[src/rtl/mux_packer_if.sv]
// mux_packer_if: master-side word stream of mux_packer.
// data_o/valid_o/drop_o from packer, ready_i from consumer.
interface mux_packer_if #(
  parameter int DW = 32
) ();
  logic [DW-1:0] data_o;
  logic          valid_o;
  logic          ready_i;
  logic          drop_o;

  modport master (
    output data_o,
    output valid_o,
    output drop_o,
    input  ready_i
  );

  modport slave (
    input  data_o,
    input  valid_o,
    input  drop_o,
    output ready_i
  );
endinterface

[src/rtl/mux_packer.sv]
// mux_packer: picks one decrypt channel, packs bytes MSB-first into words,
// buffers words in a FWFT FIFO behind a valid/ready handshake.
// Ports: clk_sys, rst (sync, active-high), select (3 = none),
//   data0_i/valid0_i .. data2_i/valid2_i channel bytes,
//   m_if.master: data_o, valid_o, ready_i, drop_o (sticky overflow).
// Option: MUX_PACKER_FLUSH_EN flushes a partial word after
//   FLUSH_CYCLES idle cycles, zero-padded in the LSBs.
module mux_packer #(
  parameter int MST_DWIDTH   = 32,
  parameter int SYS_DWIDTH   = 8,
  parameter int FIFO_DEPTH   = 4,
  parameter int FLUSH_CYCLES = 16
) (
  input  logic                  clk_sys,
  input  logic                  rst,
  input  logic [1:0]            select,
  input  logic [SYS_DWIDTH-1:0] data0_i,
  input  logic                  valid0_i,
  input  logic [SYS_DWIDTH-1:0] data1_i,
  input  logic                  valid1_i,
  input  logic [SYS_DWIDTH-1:0] data2_i,
  input  logic                  valid2_i,
  mux_packer_if.master          m_if
);

  localparam int N  = MST_DWIDTH / SYS_DWIDTH;
  localparam int CW = $clog2(N) + 1;
  localparam int AW = $clog2(FIFO_DEPTH);

  logic [1:0]            r_prev_sel;
  logic [CW-1:0]         r_cnt;
  logic [MST_DWIDTH-1:0] r_sr;

  logic                  w_acc;
  logic                  w_sel_chg;
  logic                  w_last;
  logic                  w_flush;
  logic                  w_push_req;
  logic [SYS_DWIDTH-1:0] w_byte;
  logic [CW-1:0]         w_cnt_base;
  logic [MST_DWIDTH-1:0] w_sr_base;
  logic [MST_DWIDTH-1:0] w_word;
  logic [MST_DWIDTH-1:0] w_push_data;

  always_comb begin
    w_byte = '0;
    w_acc  = 1'b0;
    case (select)
      2'd0: begin
        w_byte = data0_i;
        w_acc  = valid0_i;
      end
      2'd1: begin
        w_byte = data1_i;
        w_acc  = valid1_i;
      end
      2'd2: begin
        w_byte = data2_i;
        w_acc  = valid2_i;
      end
      default: ;
    endcase
  end

  // A select change drops the partial word; a byte in the
  // same cycle starts the new word at position 0.
  assign w_sel_chg  = (select != r_prev_sel);
  assign w_cnt_base = w_sel_chg ? '0 : r_cnt;
  assign w_sr_base  = w_sel_chg ? '0 : r_sr;
  assign w_last     = (w_cnt_base == CW'(N - 1));

  always_comb begin
    w_word = w_sr_base;
    for (int k = 0; k < N; k++) begin
      if (w_cnt_base == CW'(k))
        w_word[(N-1-k)*SYS_DWIDTH +: SYS_DWIDTH] = w_byte;
    end
  end

`ifdef MUX_PACKER_FLUSH_EN
  localparam int IW = $clog2(FLUSH_CYCLES + 1);

  logic [IW-1:0] r_idle;

  assign w_flush = !w_acc && (w_cnt_base != '0) &&
                   (r_idle + 1'b1 == IW'(FLUSH_CYCLES));

  always_ff @(posedge clk_sys) begin
    if (rst || w_acc || (w_cnt_base == '0) || w_flush)
      r_idle <= '0;
    else
      r_idle <= r_idle + 1'b1;
  end
`else
  // Partial words wait for completion; flush never fires.
  assign w_flush = (FLUSH_CYCLES < 0);
`endif

  // Unfilled byte lanes of r_sr are always zero, so a flushed
  // word is already zero-padded.
  assign w_push_req  = (w_acc && w_last) || w_flush;
  assign w_push_data = w_flush ? w_sr_base : w_word;

  always_ff @(posedge clk_sys) begin
    if (rst) begin
      r_prev_sel <= 2'd0;
      r_cnt      <= '0;
      r_sr       <= '0;
    end else begin
      r_prev_sel <= select;
      if (w_acc) begin
        r_cnt <= w_last ? '0 : w_cnt_base + 1'b1;
        r_sr  <= w_last ? '0 : w_word;
      end else if (w_flush) begin
        r_cnt <= '0;
        r_sr  <= '0;
      end else begin
        r_cnt <= w_cnt_base;
        r_sr  <= w_sr_base;
      end
    end
  end

  logic [MST_DWIDTH-1:0] r_mem [FIFO_DEPTH];
  logic [AW-1:0]         r_wp;
  logic [AW-1:0]         r_rp;
  logic [AW:0]           r_fcnt;
  logic [MST_DWIDTH-1:0] r_data;
  logic                  r_drop;

  logic                  w_full;
  logic                  w_pop;
  logic                  w_push;
  logic [AW-1:0]         w_rp_nxt;
  logic [MST_DWIDTH-1:0] w_head;

  assign w_full   = (r_fcnt == (AW+1)'(FIFO_DEPTH));
  assign w_pop    = (r_fcnt != '0) && m_if.ready_i;
  assign w_push   = w_push_req && (!w_full || w_pop);
  assign w_rp_nxt = r_rp + 1'b1;

  // Registered head: next head word, or hold when the FIFO
  // goes empty so data_o keeps its last value.
  always_comb begin
    w_head = r_data;
    if (w_pop) begin
      if (r_fcnt > (AW+1)'(1))
        w_head = r_mem[w_rp_nxt];
      else if (w_push)
        w_head = w_push_data;
    end else if ((r_fcnt == '0) && w_push) begin
      w_head = w_push_data;
    end
  end

  always_ff @(posedge clk_sys) begin
    if (w_push)
      r_mem[r_wp] <= w_push_data;
  end

  always_ff @(posedge clk_sys) begin
    if (rst) begin
      r_wp   <= '0;
      r_rp   <= '0;
      r_fcnt <= '0;
      r_data <= '0;
      r_drop <= 1'b0;
    end else begin
      if (w_push)
        r_wp <= r_wp + 1'b1;
      if (w_pop)
        r_rp <= w_rp_nxt;
      case ({w_push, w_pop})
        2'b10:   r_fcnt <= r_fcnt + 1'b1;
        2'b01:   r_fcnt <= r_fcnt - 1'b1;
        default: r_fcnt <= r_fcnt;
      endcase
      r_data <= w_head;
      if (w_push_req && w_full && !w_pop)
        r_drop <= 1'b1;
    end
  end

  assign m_if.data_o  = r_data;
  assign m_if.valid_o = (r_fcnt != '0);
  assign m_if.drop_o  = r_drop;

endmodule

[src/flat_wrapper.sv]
// flat-port wrapper written by rule: the top's interface ports become plain ports
module mux_packer_flat 
#(
  parameter int MST_DWIDTH   = 32,
  parameter int SYS_DWIDTH   = 8,
  parameter int FIFO_DEPTH   = 4,
  parameter int FLUSH_CYCLES = 16
)
  (clk_sys, rst, select, data0_i, valid0_i, data1_i, valid1_i, data2_i, valid2_i, m_if_data_o, m_if_valid_o, m_if_drop_o, m_if_ready_i);
  mux_packer_if #(.DW(32)) m_if_i ();
  input  logic clk_sys;
  input  logic rst;
  input  logic [1:0] select;
  input  logic [SYS_DWIDTH-1:0] data0_i;
  input  logic valid0_i;
  input  logic [SYS_DWIDTH-1:0] data1_i;
  input  logic valid1_i;
  input  logic [SYS_DWIDTH-1:0] data2_i;
  input  logic valid2_i;
  output wire logic [$bits(m_if_i.data_o)-1:0] m_if_data_o;
  output wire logic [$bits(m_if_i.valid_o)-1:0] m_if_valid_o;
  output wire logic [$bits(m_if_i.drop_o)-1:0] m_if_drop_o;
  input wire logic [$bits(m_if_i.ready_i)-1:0] m_if_ready_i;
  assign m_if_data_o = m_if_i.data_o;
  assign m_if_valid_o = m_if_i.valid_o;
  assign m_if_drop_o = m_if_i.drop_o;
  assign m_if_i.ready_i = m_if_ready_i;
  mux_packer #(.MST_DWIDTH(MST_DWIDTH), .SYS_DWIDTH(SYS_DWIDTH), .FIFO_DEPTH(FIFO_DEPTH), .FLUSH_CYCLES(FLUSH_CYCLES)) u_core (.clk_sys(clk_sys), .rst(rst), .select(select), .data0_i(data0_i), .valid0_i(valid0_i), .data1_i(data1_i), .valid1_i(valid1_i), .data2_i(data2_i), .valid2_i(valid2_i), .m_if(m_if_i));
endmodule
[config.mk]
export PLATFORM = sky130hd
export DESIGN_NAME = mux_packer_flat
export DESIGN_NICKNAME = d
export VERILOG_FILES = /design/src/rtl/mux_packer_if.sv /design/src/rtl/mux_packer.sv /design/src/flat_wrapper.sv
export SDC_FILE = /design/constraint.sdc
export NUM_CORES = 1
export LEC_CHECK = 0
export BUFFER_PORTS_ARGS = -buffer_cell sky130_fd_sc_hd__clkbuf_2
export CAP_MARGIN = 20
export CORE_MARGIN = 2
export CORE_UTILIZATION = 48
export CTS_CLUSTER_DIAMETER = 200
export DETAILED_ROUTE_END_ITERATION = 8
export PLACE_DENSITY = 0.68
export SLEW_MARGIN = 20
export SYNTH_ARGS = -nofsm -noshare
export SYNTH_HDL_FRONTEND = slang
export SYNTH_SLANG_ARGS = --single-unit
[constraint.sdc]
create_clock -name clk_sys -period 4.7 [get_ports clk_sys]
set_input_delay 0.94 -clock clk_sys [delete_from_list [all_inputs] [get_ports clk_sys]]
set_output_delay 0.94 -clock clk_sys [all_outputs]
set_load 0.03 [all_outputs]
Word-level counts from Yosys, hierarchy flattened
Memories as Yosys holds them, arrays and structs flattened. Index checks and enable logic that the tools add are counted.

Add/sub/neg operators: 5. Multipliers: 0. Div/mod/pow operators: 0. $lt $le $gt $ge: 1. Eq/ne operators: 10. Shift operators: 0. Multiplexer cells: 19. Bitwise logic cells: 0. Reductions and logical operators: 16.

Operator list (count): 2-to-1 mux 32 bit (7); 2-to-1 mux 8 bit (4); case mux 8 bit (3 select lines) (1); 2-to-1 mux 3 bit (3); adder 3 x 1 -> 3 bit (second input constant) (2); == test 3 x 2 -> 1 bit (second input constant) (2); logical AND 1 bit (6); logical NOT 3 bit (2); case mux 3 bit (2 select lines) (1); adder 2 x 1 -> 2 bit (second input constant) (2); == test 2 x 1 -> 1 bit (second input constant) (2); == test 2 bit (second input constant) (2); nonzero test 2 bit (2); == test 3 x 1 -> 1 bit (second input constant) (1); == test 3 bit (second input constant) (1); greater-than comparator 3 x 1 -> 1 bit (second input constant) (1); != test 3 bit (second input constant) (1); case mux 1 bit (3 select lines) (1); nonzero test 3 bit (1); subtractor 3 x 1 -> 3 bit (second input constant) (1); logical NOT 1 bit (2); logical NOT 2 bit (1); 2-to-1 mux 1 bit (2); != test 2 bit (1); 2 further kinds (2).

Bits in registers: 77. Latch bits: 0. Bits in writable memories: 128. Memory bits (read-only): 0. Input bits: 32. Output and inout bits: 34. Logic and storage cells: 60. Memories kept: 1.

Memories: u_core.r_mem (words 4, width 32, read ports 1, clocked after Yosys merged registers in 0, write ports 1, RTL line mux_packer.sv:124) `logic [MST_DWIDTH-1:0] r_mem [FIFO_DEPTH];`.

Logic depth before layout (Yosys ltp)
Gate-level depths: netlist of run 1.

Depth after elaboration: 8. Gate-level depth with buffers: 14. Depth with buffers taken out: 12.

Worst setup path before layout of run 1
OpenSTA, ideal clock, no wires.

Kind: in2reg. Start point: input port select[0]. End point: memory u_core.r_mem[0][0], enable pin. Library setup time: 0.392 ns. Data arrival time: 3.600 ns. Data required time: 4.308 ns. Setup slack: 0.708 ns. Stages: 10. Path buffers: 2. Path through: buf_2 xor2_2 nor2_1 nand2_1 inv_1 ha_1 clkbuf_1 o31ai_2 nor3_2 and2_1.

Cells in the longest elaborated chain, start to end: 7. Elaborated cells between the ends (all ways): 11. Those cells by class: eq/ne (4); mux (4); reduce/logical (3).

Ends and longest elaborated chain: from (decl) (RTL line flat_wrapper.sv:13) `input logic [1:0] select;`; != test 2 bit (RTL line mux_packer.sv:67) `assign w_sel_chg = (select != r_prev_sel);`; 2-to-1 mux 3 bit (RTL line mux_packer.sv:68) `assign w_cnt_base = w_sel_chg ? '0 : r_cnt;`; == test 3 x 2 -> 1 bit (RTL line mux_packer.sv:70) `assign w_last = (w_cnt_base == CW'(N - 1));`; logical AND 1 bit (*) (RTL line mux_packer.sv:101) `assign w_push_req = (w_acc && w_last) || w_flush;`; logical AND 1 bit (*) (RTL line mux_packer.sv:139) `assign w_push = w_push_req && (!w_full || w_pop);`; 2-to-1 mux 1 bit (*) (RTL line mux_packer.sv:157) `if (w_push)`; 2-to-1 mux 1 bit (implied by the code) (*) (RTL line mux_packer.sv:158) `r_mem[r_wp] <= w_push_data;`; to (decl) (RTL line mux_packer.sv:124).

Every way passes the cells marked *; elsewhere a longest branch is shown, timed or not.

Final worst setup path of run 1
Start point: input port select[0]. End point: register u_core.r_fcnt[2].

Cells in the longest elaborated chain, start to end: 7. Elaborated cells between the ends (all ways): 13. Those cells by class: eq/ne (6); mux (3); reduce/logical (4).

Ends and longest elaborated chain: != test 2 bit (RTL line mux_packer.sv:67); 2-to-1 mux 3 bit (RTL line mux_packer.sv:68); == test 3 x 2 -> 1 bit (RTL line mux_packer.sv:70); logical AND 1 bit (*) (RTL line mux_packer.sv:101); logical AND 1 bit (*) (RTL line mux_packer.sv:139); == test 2 x 1 -> 1 bit / == test 2 bit (equally long branches) (RTL line mux_packer.sv:173) `case ({w_push, w_pop})`; case mux 3 bit (2 select lines) / nonzero test 2 bit (equally long branches); to (signal assigned) (RTL line mux_packer.sv:174) `2'b10: r_fcnt <= r_fcnt + 1'b1;`; to (signal assigned) (RTL line mux_packer.sv:175) `2'b01: r_fcnt <= r_fcnt - 1'b1;`; to (signal assigned) (RTL line mux_packer.sv:176) `default: r_fcnt <= r_fcnt;`; to (decl) (RTL line mux_packer.sv:127) `logic [AW:0] r_fcnt;`.

Marked as above. A chain may end at the register's enable or synchronous reset.

==> impl_metrics.yaml, run 1 <==
sta:
  setup_viol: 0
  rsz0062_at_grt: "false"
  maxSlewViolCount: 0
  fin_crit_sh: 0.783
  fin_ws_ns: 1.02
  skew_ns: 0.0110
  setup_tns_ns: 0
  fmax_mhz: 272
  slew_headroom: 0.322
  holdWs_ns: 0.454
  min_period_ns: 3.68
  tightest_slew_ns: 1.01
  hold_viol_final: 0
detailed_routing:
  drtAntennaViolNets: 0
  dr.pass1.iters: 5
  viasPerCell: 5.70
  vias: 5059
  wire_per_inst_um: 20.0
  drt_iter0_markers: 474
  drc: 0
  totalWireLength_um: 17800
critical_path:
  r2r_slack_ns: 1.49
  critPathMaxFanout: 22
  max_stage_delay_ns: 0.47
  worstSetupEndpointType: "flop"
  crit_path_top_delay_cell: "nor3_2"
  cp_cell_sequence: "clkbuf_2 > xor2_2 > nor2_1 > nand2_1 > inv_1 > ha_1 > o31ai_2 > nor3_2 > inv_1 > ha_1 > or3_1 > a21oi_1"
  crit_arrival_ns: 4.09
  worstSetupPathType: "in -> reg"
  cp-start-kind: "primary input"
  cp.required_ns: 5.11
yosys:
  ys_types: 45
  ys_warn_count: 0
  synthTopCellsByArea: "edfxtp_1, dfxtp_1, mux4_2"
  synth_seq_cells: 205
  yosysSeqAreaShare: 0.647
  post-synth-top-count-cell: "edfxtp_1"
  ys_async_sr_fraction: 0
  synth_edf_count: 128
  synthFlopType: "edfxtp_1"
  synthCells: 581
  netlist_area_mm2: 0.00832
  ys_top_cells_by_count: "edfxtp_1, dfxtp_1, nand2_1"
  synth_top_area_share: 0.462
  syn_nets: 626
  syn_avg_cell_area_um2: 14.3
  synth_top_area_cell: "edfxtp_1"
floorplanning:
  die_h_um: 136
  ioPinCount: 66
  fp.dieW_um: 136
  start_util: 0.486
  rows: 48
  core-area_mm2: 0.0171
  fp.dieArea_mm2: 0.0184
clock_tree:
  clock_latency_ns: 0.48
  numCtsBuffers: 21
  cts_num_sinks: 205
  hold_buffers: 0
  ctsRootBufferMaster: "clkbuf_16"
  cts_tree: "built"
  ctsResizeCount: 0
  cts_buffer_depth: 3
  htreeDepth: 1
  cts_setup_buffers: 0
  clk_pin_slew_worst_paths_ns: 0.06
layout:
  diodes: 0
  syn_to_final_growth_pct: 14.7
  final_core_util: 0.557
  nFillCells: 1376
  regArea_mm2: 0.00539
  final_layout_size_suffix_gt1_frac: 0.238
  fin_area_mm2: 0.00954
  stdcell_count: 888
  nNetsFinal: 694
  multiInputGateArea_mm2: 0.00263
grt:
  grt_max_degree: 35
  grt_pass1_vias: 4991
  overflow: 0
  antenna_found_initial: 0
  grt_usage: 0.197
  grt_pass1_wl_um: 27700
run:
  drv_cap: 0
power_and_ir_drop:
  power_mw: 3.79
  vdd_drop_max_uv: 239
  powerDensity_mw_per_mm2: 398
  p_leak_nw: 3.44
placed_design:
  place_inst: 851
  gp_congestion: 0.785
  placed_area_mm2: 0.00888
  io_buffers: 65
  dp_slack_ns: 0.573
  dp_hpwl_um: 11000
run_status:
  outcome: "completed"
worst_hold_path:
  hold_class: "reg -> reg"
worst paths after layout:
path                                      startpoint               end  depth (start not counted)
worst max-delay path                       select[0]  u_core.r_fcnt[2]                         12
worst min-delay path                 u_core.r_sr[21]   u_core.r_sr[21]                          2
worst max register to register  u_core.r_prev_sel[1]  u_core.r_fcnt[2]                         11
worst min register to register       u_core.r_sr[21]   u_core.r_sr[21]                          2
cell families (layout without fill, tap and decap cells):
logic type,count (synthesis),in the layout,share of synthesized area
AND/OR/NAND/NOR,128,128,0.0751
adder cells (fa/ha/maj),13,13,0.0196
XOR/XNOR,10,10,0.0132
buffers and inverters,70,152,0.0368
multiplexers,51,51,0.109
AO/OA/AOI/OAI,104,104,0.0985
flip-flops,205,205,0.647
where the power goes:
group,internal [mW],switching [mW],total (mW)
combinational,0.0941,0.175,0.269
sequential,1.92,0.0132,1.93
clock,0.950,0.644,1.59
total,2.96,0.833,3.79
worst max-delay path: cells and delay by family:
kind / cells / cell delay, ns
compound gates: 2 / 0.43
buf+inv: 3 / 0.49
xor+xnor: 1 / 0.30
simple gates: 4 / 1.20
fa+ha+maj: 2 / 0.73
per-layer routing:
metal,vias up,part of all wire,global-route usage
met1,2521,0.43,0.260
met3,23,0.055,0.0344
met4,0,0.015,0.0480
met5,-,0,0
met2,164,0.50,0.340
li1,2351,-,-
layout by cell type, fill, tap and decap left out, types with 2 or more instances in the layout:
master	n
a211oi_2	2
and3_1	10
clkinv_1	2
o21ai_0	32
a32oi_1	23
xor2_2	2
a221o_1	24
and2_1	5
nand3b_1	10
mux4_2	32
nand3_1	18
clkbuf_1	6
ha_1	13
nor3_2	2
dfxtp_1	76
a21oi_1	5
buf_4	17
bufinv_16	2
clkinv_2	3
xnor2_1	4
clkbuf_2	65
nand2_1	37
o2bb2ai_1	8
clkbuf_16	21
edfxtp_1	128
nor2b_1	3
mux2i_1	19
inv_1	33
xor2_1	3
a211oi_1	2
nor2_1	36
cell type report:
cell class              instances  share of cell area
repair buffers                 82              0.0475
multi-input cells             306               0.276
clock buffers                  28              0.0589
clock inverters                 9              0.0104
inverters                      33              0.0130
flip-flops and latches        205               0.565
well taps                     225              0.0295
flip-flops by register name (all words and copies together), names as in the netlist:
signal and count:
u_core.r_cnt 3, u_core.r_wp 2, u_core.m_if.data_o 32, u_core.r_fcnt 3
u_core.r_prev_sel 2, u_core.r_sr 32, u_core.r_mem 128, u_core.m_if.drop_o 1
u_core.r_rp 2
Note: power is estimated with default switching activity, not from simulation.
==> run 2, diff against run 1 <==
--- a/config.mk
+++ b/config.mk
@@ -5,13 +5,14 @@
 export SDC_FILE = /design/constraint.sdc
 export NUM_CORES = 1
 export LEC_CHECK = 0
+export ABC_AREA = 1
 export BUFFER_PORTS_ARGS = -buffer_cell sky130_fd_sc_hd__clkbuf_2
 export CAP_MARGIN = 20
 export CORE_MARGIN = 2
 export CORE_UTILIZATION = 48
 export CTS_CLUSTER_DIAMETER = 200
 export DETAILED_ROUTE_END_ITERATION = 8
-export PLACE_DENSITY = 0.68
+export PLACE_DENSITY = 0.7
 export SLEW_MARGIN = 20
 export SYNTH_ARGS = -nofsm -noshare
 export SYNTH_HDL_FRONTEND = slang
==> constraint.sdc (replaced) <==
create_clock -name clk_sys -period 3.1 [get_ports clk_sys]
set_input_delay 0.62 -clock clk_sys [delete_from_list [all_inputs] [get_ports clk_sys]]
set_output_delay 0.62 -clock clk_sys [all_outputs]
set_load 0.03 [all_outputs]
==> impl_metrics.yaml, run 2 <==
critical_path:
  worstSetupPathType: "reg -> reg"
  crit_arrival_ns: 2.78
  worstSetupEndpointType: "flop"
  cp-start-kind: "flop"
  cp.required_ns: 3.48
  critPathMaxFanout: 48
sta:
  hold_viol_final: 0
  skew_ns: 0.0116
  fin_ws_ns: 0.700
  tightest_slew_ns: 0.708
  fin_crit_sh: 0.774
  rsz0062_at_grt: "false"
  fmax_mhz: 417
  holdWs_ns: 0.443
  setup_viol: 0
  maxSlewViolCount: 0
  slew_headroom: 0.528
  min_period_ns: 2.40
detailed_routing:
  drtAntennaViolNets: 0
  wire_per_inst_um: 15.8
  dr.pass1.iters: 5
  totalWireLength_um: 21400
  drt_iter0_markers: 665
  vias: 6952
  viasPerCell: 5.14
  drc: 0
yosys:
  netlist_area_mm2: 0.00900
  ys_async_sr_fraction: 0
  post-synth-top-count-cell: "nand2_1"
  ys_warn_count: 0
  synthTopCellsByArea: "edfxtp_1, dfxtp_1, nand2_1"
  yosysSeqAreaShare: 0.599
  syn_nets: 1086
  ys_types: 28
  synth_edf_count: 128
  synthFlopType: "edfxtp_1"
  ys_top_cells_by_count: "nand2_1, nor2_1, edfxtp_1"
  synthCells: 1041
  synth_top_area_share: 0.427
  syn_avg_cell_area_um2: 8.64
  synth_top_area_cell: "edfxtp_1"
  synth_seq_cells: 205
layout:
  mostFrequentLayoutCells: "nand2_1, nor2_1, edfxtp_1, dfxtp_1, inv_1"
  multiInputGateArea_mm2: 0.00309
  final_common_cell: "nand2_1"
  regArea_mm2: 0.00539
  nNetsFinal: 1148
  syn_to_final_growth_pct: 15.3
  fin_area_mm2: 0.0104
  final_layout_size_suffix_gt1_frac: 0.123
  final_core_util: 0.560
  largest_reg_flops: 128
  nFillCells: 1612
  largest-register: "u_core.r_mem"
  diodes: 0
clock_tree:
  clk_pin_slew_worst_paths_ns: 0.06
  cts_tree: "built"
  htreeDepth: 1
  ctsRootBufferMaster: "clkbuf_16"
  hold_buffers: 0
  cts_setup_buffers: 0
  ctsResizeCount: 0
  cts_num_sinks: 205
  clock_latency_ns: 0.49
  cts_buffer_depth: 3
  numCtsBuffers: 22
run_status:
  outcome: "completed"
floorplanning:
  start_util: 0.486
  fp.dieArea_mm2: 0.0199
  fp.dieW_um: 141
  die_h_um: 141
  rows: 50
  core-area_mm2: 0.0185
  ioPinCount: 66
placed_design:
  dp_hpwl_um: 14100
  placed_area_mm2: 0.00963
  dp_slack_ns: 0.338
  gp_congestion: 0.871
  io_buffers: 65
power_and_ir_drop:
  powerDensity_mw_per_mm2: 634
  power_mw: 6.58
  vdd_drop_max_uv: 405
  p_leak_nw: 4.04
grt:
  grt_pass1_wl_um: 33900
  antenna_found_initial: 0
  grt_usage: 0.215
  grt_pass1_vias: 6336
  overflow: 0
  grt_max_degree: 56
worst_hold_path:
  hold_class: "reg -> reg"
run:
  drv_cap: 0
[run 2: changes by cell type in the layout (fill, tap and decap cells not counted), moves of 15 or more]
cell     change
o21ai_0     +15
mux2i_1     -19
nand3_1     +53
a32oi_1     -23
a21oi_1     +52
o21ai_1     +24
nand2_1    +286
mux4_2      -32
a221o_1     -24
inv_1       +39
nor2_1     +101
[run 2: critical path, stage by stage (launching register included)]
cell and delay [ns]:
dfxtp_1 0.32, inv_1 0.13, ha_1 0.18, nand2_1 0.10, nand2_1 0.20, inv_1 0.10
nand2_2 0.09, buf_4 0.49, nand2_1 0.14, buf_4 0.26, o21ai_0 0.19, nor2_1 0.05
[run 2: worst paths after layout]
check	start	end	slack [ns]	cells past startpoint
setup / recovery	u_core.r_fcnt[1]	u_core.m_if.data_o[31]	0.70	11
hold / removal	u_core.r_sr[1]	u_core.r_sr[1]	0.44	2
setup reg to reg	u_core.r_fcnt[1]	u_core.m_if.data_o[31]	0.70	11
hold reg to reg	u_core.r_sr[1]	u_core.r_sr[1]	0.44	2
[run 2: routing by layer]
layer / GRT usage / vias up / part of all wire
li1: - / 3521 / -
met1: 0.324 / 3161 / 0.47
met2: 0.327 / 241 / 0.44
met3: 0.0336 / 29 / 0.074
met4: 0.0558 / 0 / 0.018
met5: 0 / - / 0
[run 2: per-stage QoR]
stage,cells,setup TNS (ns)
finish,1353,0
global route,1353,0
CTS,1353,0
detailed placement,1313,0
global placement,1313,0
floorplan,1041,-41.19
[run 2: power by group]
group / internal, mW / leakage [nW] / total [mW] / switching [mW]
combinational: 0.274 / 2.08 / 0.947 / 0.673
sequential: 2.92 / 1.60 / 2.96 / 0.0331
clock: 1.68 / 0.362 / 2.68 / 1.00
total: 4.87 / 4.04 / 6.58 / 1.71
[run 2: logic make-up (layout without fill, tap and decap cells)]
| group | after synthesis | count (layout) | synth area share |
|---|---|---|---|
| DFF | 205 | 205 | 0.599 |
| buffers and inverters | 133 | 211 | 0.0595 |
| adders and majority gates | 13 | 13 | 0.0181 |
| AOI/OAI and AO/OA | 135 | 135 | 0.0771 |
| and+or+nand+nor | 552 | 552 | 0.244 |
| xor gates and xnor gates | 3 | 3 | 0.00292 |
[run 2: area by class of cell]
cell class	count	area share
multi-input cells	703	0.298
clock inverters	7	0.0101
repair buffers	91	0.0538
flip-flops and latches	205	0.519
clock buffers	33	0.0620
inverters	80	0.0289
well taps	234	0.0282
==> run 3, diff against run 2 <==
==> constraint.sdc (replaced) <==
create_clock -name clk_sys -period 2.2 [get_ports clk_sys]
set_input_delay 0.44 -clock clk_sys [delete_from_list [all_inputs] [get_ports clk_sys]]
set_output_delay 0.44 -clock clk_sys [all_outputs]
set_load 0.03 [all_outputs]
==> impl_metrics.yaml, run 3 (same netlist as run 2, synthesis figures left out) <==
sta:
  fmax_mhz: 481
  holdWs_ns: 0.357
  setup_viol: 0
  maxSlewViolCount: 0
  fin_crit_sh: 0.946
  slew_headroom: 0.492
  rsz0062_at_grt: "false"
  setup_tns_ns: 0
  skew_ns: 0.0197
  tightest_slew_ns: 0.761
  min_period_ns: 2.08
  hold_viol_final: 0
layout:
  final_layout_size_suffix_gt1_frac: 0.164
  final_common_cell: "nand2_1"
  syn_to_final_growth_pct: 20.6
  mostFrequentLayoutCells: "nand2_1, nor2_1, edfxtp_1, dfxtp_1, nand3_1"
  largest-register: "u_core.r_mem"
  stdcell_count: 1396
  diodes: 0
  nNetsFinal: 1191
  largest_reg_flops: 128
  fin_area_mm2: 0.0108
grt:
  grt_util_met1: 0.331
  grt_pass1_vias: 6575
  grtUsageMet2: 0.359
  overflow: 0
  grt_usage: 0.225
  grt_pass1_wl_um: 35100
  antenna_found_initial: 0
  grt_max_degree: 56
  grt_busiest_layer: "met2"
  grtUsageMet3: 0.0333
floorplanning:
  core-area_mm2: 0.0185
  ioPinCount: 66
  fp.dieW_um: 141
  start_util: 0.486
  die_h_um: 141
  rows: 50
  fp.dieArea_mm2: 0.0199
clock_tree:
  clk_pin_slew_worst_paths_ns: 0.06
  cts_tree: "built"
  htreeDepth: 1
  cts_num_sinks: 205
  ctsRootBufferMaster: "clkbuf_16"
  ctsResizeCount: 0
  cts_setup_buffers: 0
  cts_buffer_depth: 3
  numCtsBuffers: 22
  hold_buffers: 0
  clock_latency_ns: 0.50
critical_path:
  worstSetupPathType: "reg -> reg"
  timing.rr.end: "u_core.r_mem[0][1]"
  worstSetupStartpoint: "u_core.r_prev_sel[0]"
  crit_end: "u_core.r_mem[0][1]"
  reg2reg_from: "u_core.r_prev_sel[0]"
  cp-start-kind: "flop"
  cp.required_ns: 2.40
  crit_arrival_ns: 2.28
  r2r_cells: 12
  worstSetupEndpointType: "flop"
  r2r_slack_ns: 0.12
  critPathMaxFanout: 11
detailed_routing:
  vias: 7301
  totalWireLength_um: 22600
  drt_iter0_markers: 696
  dr.pass1.iters: 7
  drtAntennaViolNets: 0
  wire_per_inst_um: 16.2
  drc: 0
  viasPerCell: 5.23
placed_design:
  place_inst: 1356
  io_buffers: 65
  gp_congestion: 0.813
  dp_hpwl_um: 15100
  placed_area_mm2: 0.0102
worst_hold_path:
  hold_depth: 4
  hold_class: "in -> reg"
run_status:
  outcome: "completed"
power_and_ir_drop:
  power_mw: 8.96
  powerDensity_mw_per_mm2: 826
  vdd_drop_max_uv: 437
  p_leak_nw: 4.26
run:
  drv_cap: 0
==> run 3: cell count changes in the layout (fill, tap and decap cells not counted), moves of 3 or more <==
cell and delta:
nor2_4 +6, nand2_1 -3, nor2_2 -4, buf_4 +31, bufinv_16 -3, buf_12 +11
==> run 3: how the worst min path moves through the flow <==
stage,start,end,slack (ns)
finish,select[1],u_core.r_prev_sel[1],0.36
global route,select[1],u_core.r_prev_sel[1],0.36
CTS,select[1],u_core.r_prev_sel[1],0.34
detailed placement,u_core.r_sr[1],u_core.r_sr[1],0.44
global placement,u_core.r_sr[1],u_core.r_sr[1],0.43
floorplan,u_core.r_sr[0],u_core.r_sr[0],0.42
==> run 3: where the power goes <==
part	internal (mW)	switching (mW)	total (mW)
Clock	1.94	1.43	3.37
Combinational	0.462	0.962	1.42
Sequential	4.12	0.0501	4.17
==> run 3: per-layer routing <==
metal  routed length [um]  part of all wire
met1                10200              0.45
met2                10500              0.46
met3                 1570             0.069
met4                  324             0.014
met5                    0                 0
==> run 3: per-stage QoR <==
step                setup WS, ns   util
floorplan                 -0.336      -
detailed placement        -0.122  0.550
finish                     0.120  0.586
CTS                       0.0525  0.585
global placement          -0.163  0.549
global route             0.00135  0.586
==> run 3: critical path, stage by stage, from the launching register on <==
cell and delay (ns):
dfxtp_2 0.34, xnor2_4 0.17, nand2_2 0.11, inv_2 0.06, nand2_2 0.05, inv_2 0.07
ha_4 0.17, nand2_4 0.06, nor2_4 0.13, nand2_4 0.07, buf_12 0.16, nor2_4 0.14
buf_4 0.23
==> run 3: cell type report <==
class | instances | area [um^2]
Multi-Input combinational cell | 703 | 3180
Clock inverter | 10 | 46.3
Sequential cell | 205 | 5390
Tap cell | 234 | 293
Timing Repair Buffer | 134 | 1020
Clock buffer | 30 | 612
Inverter | 80 | 303
Fill cell | 1577 | 7670
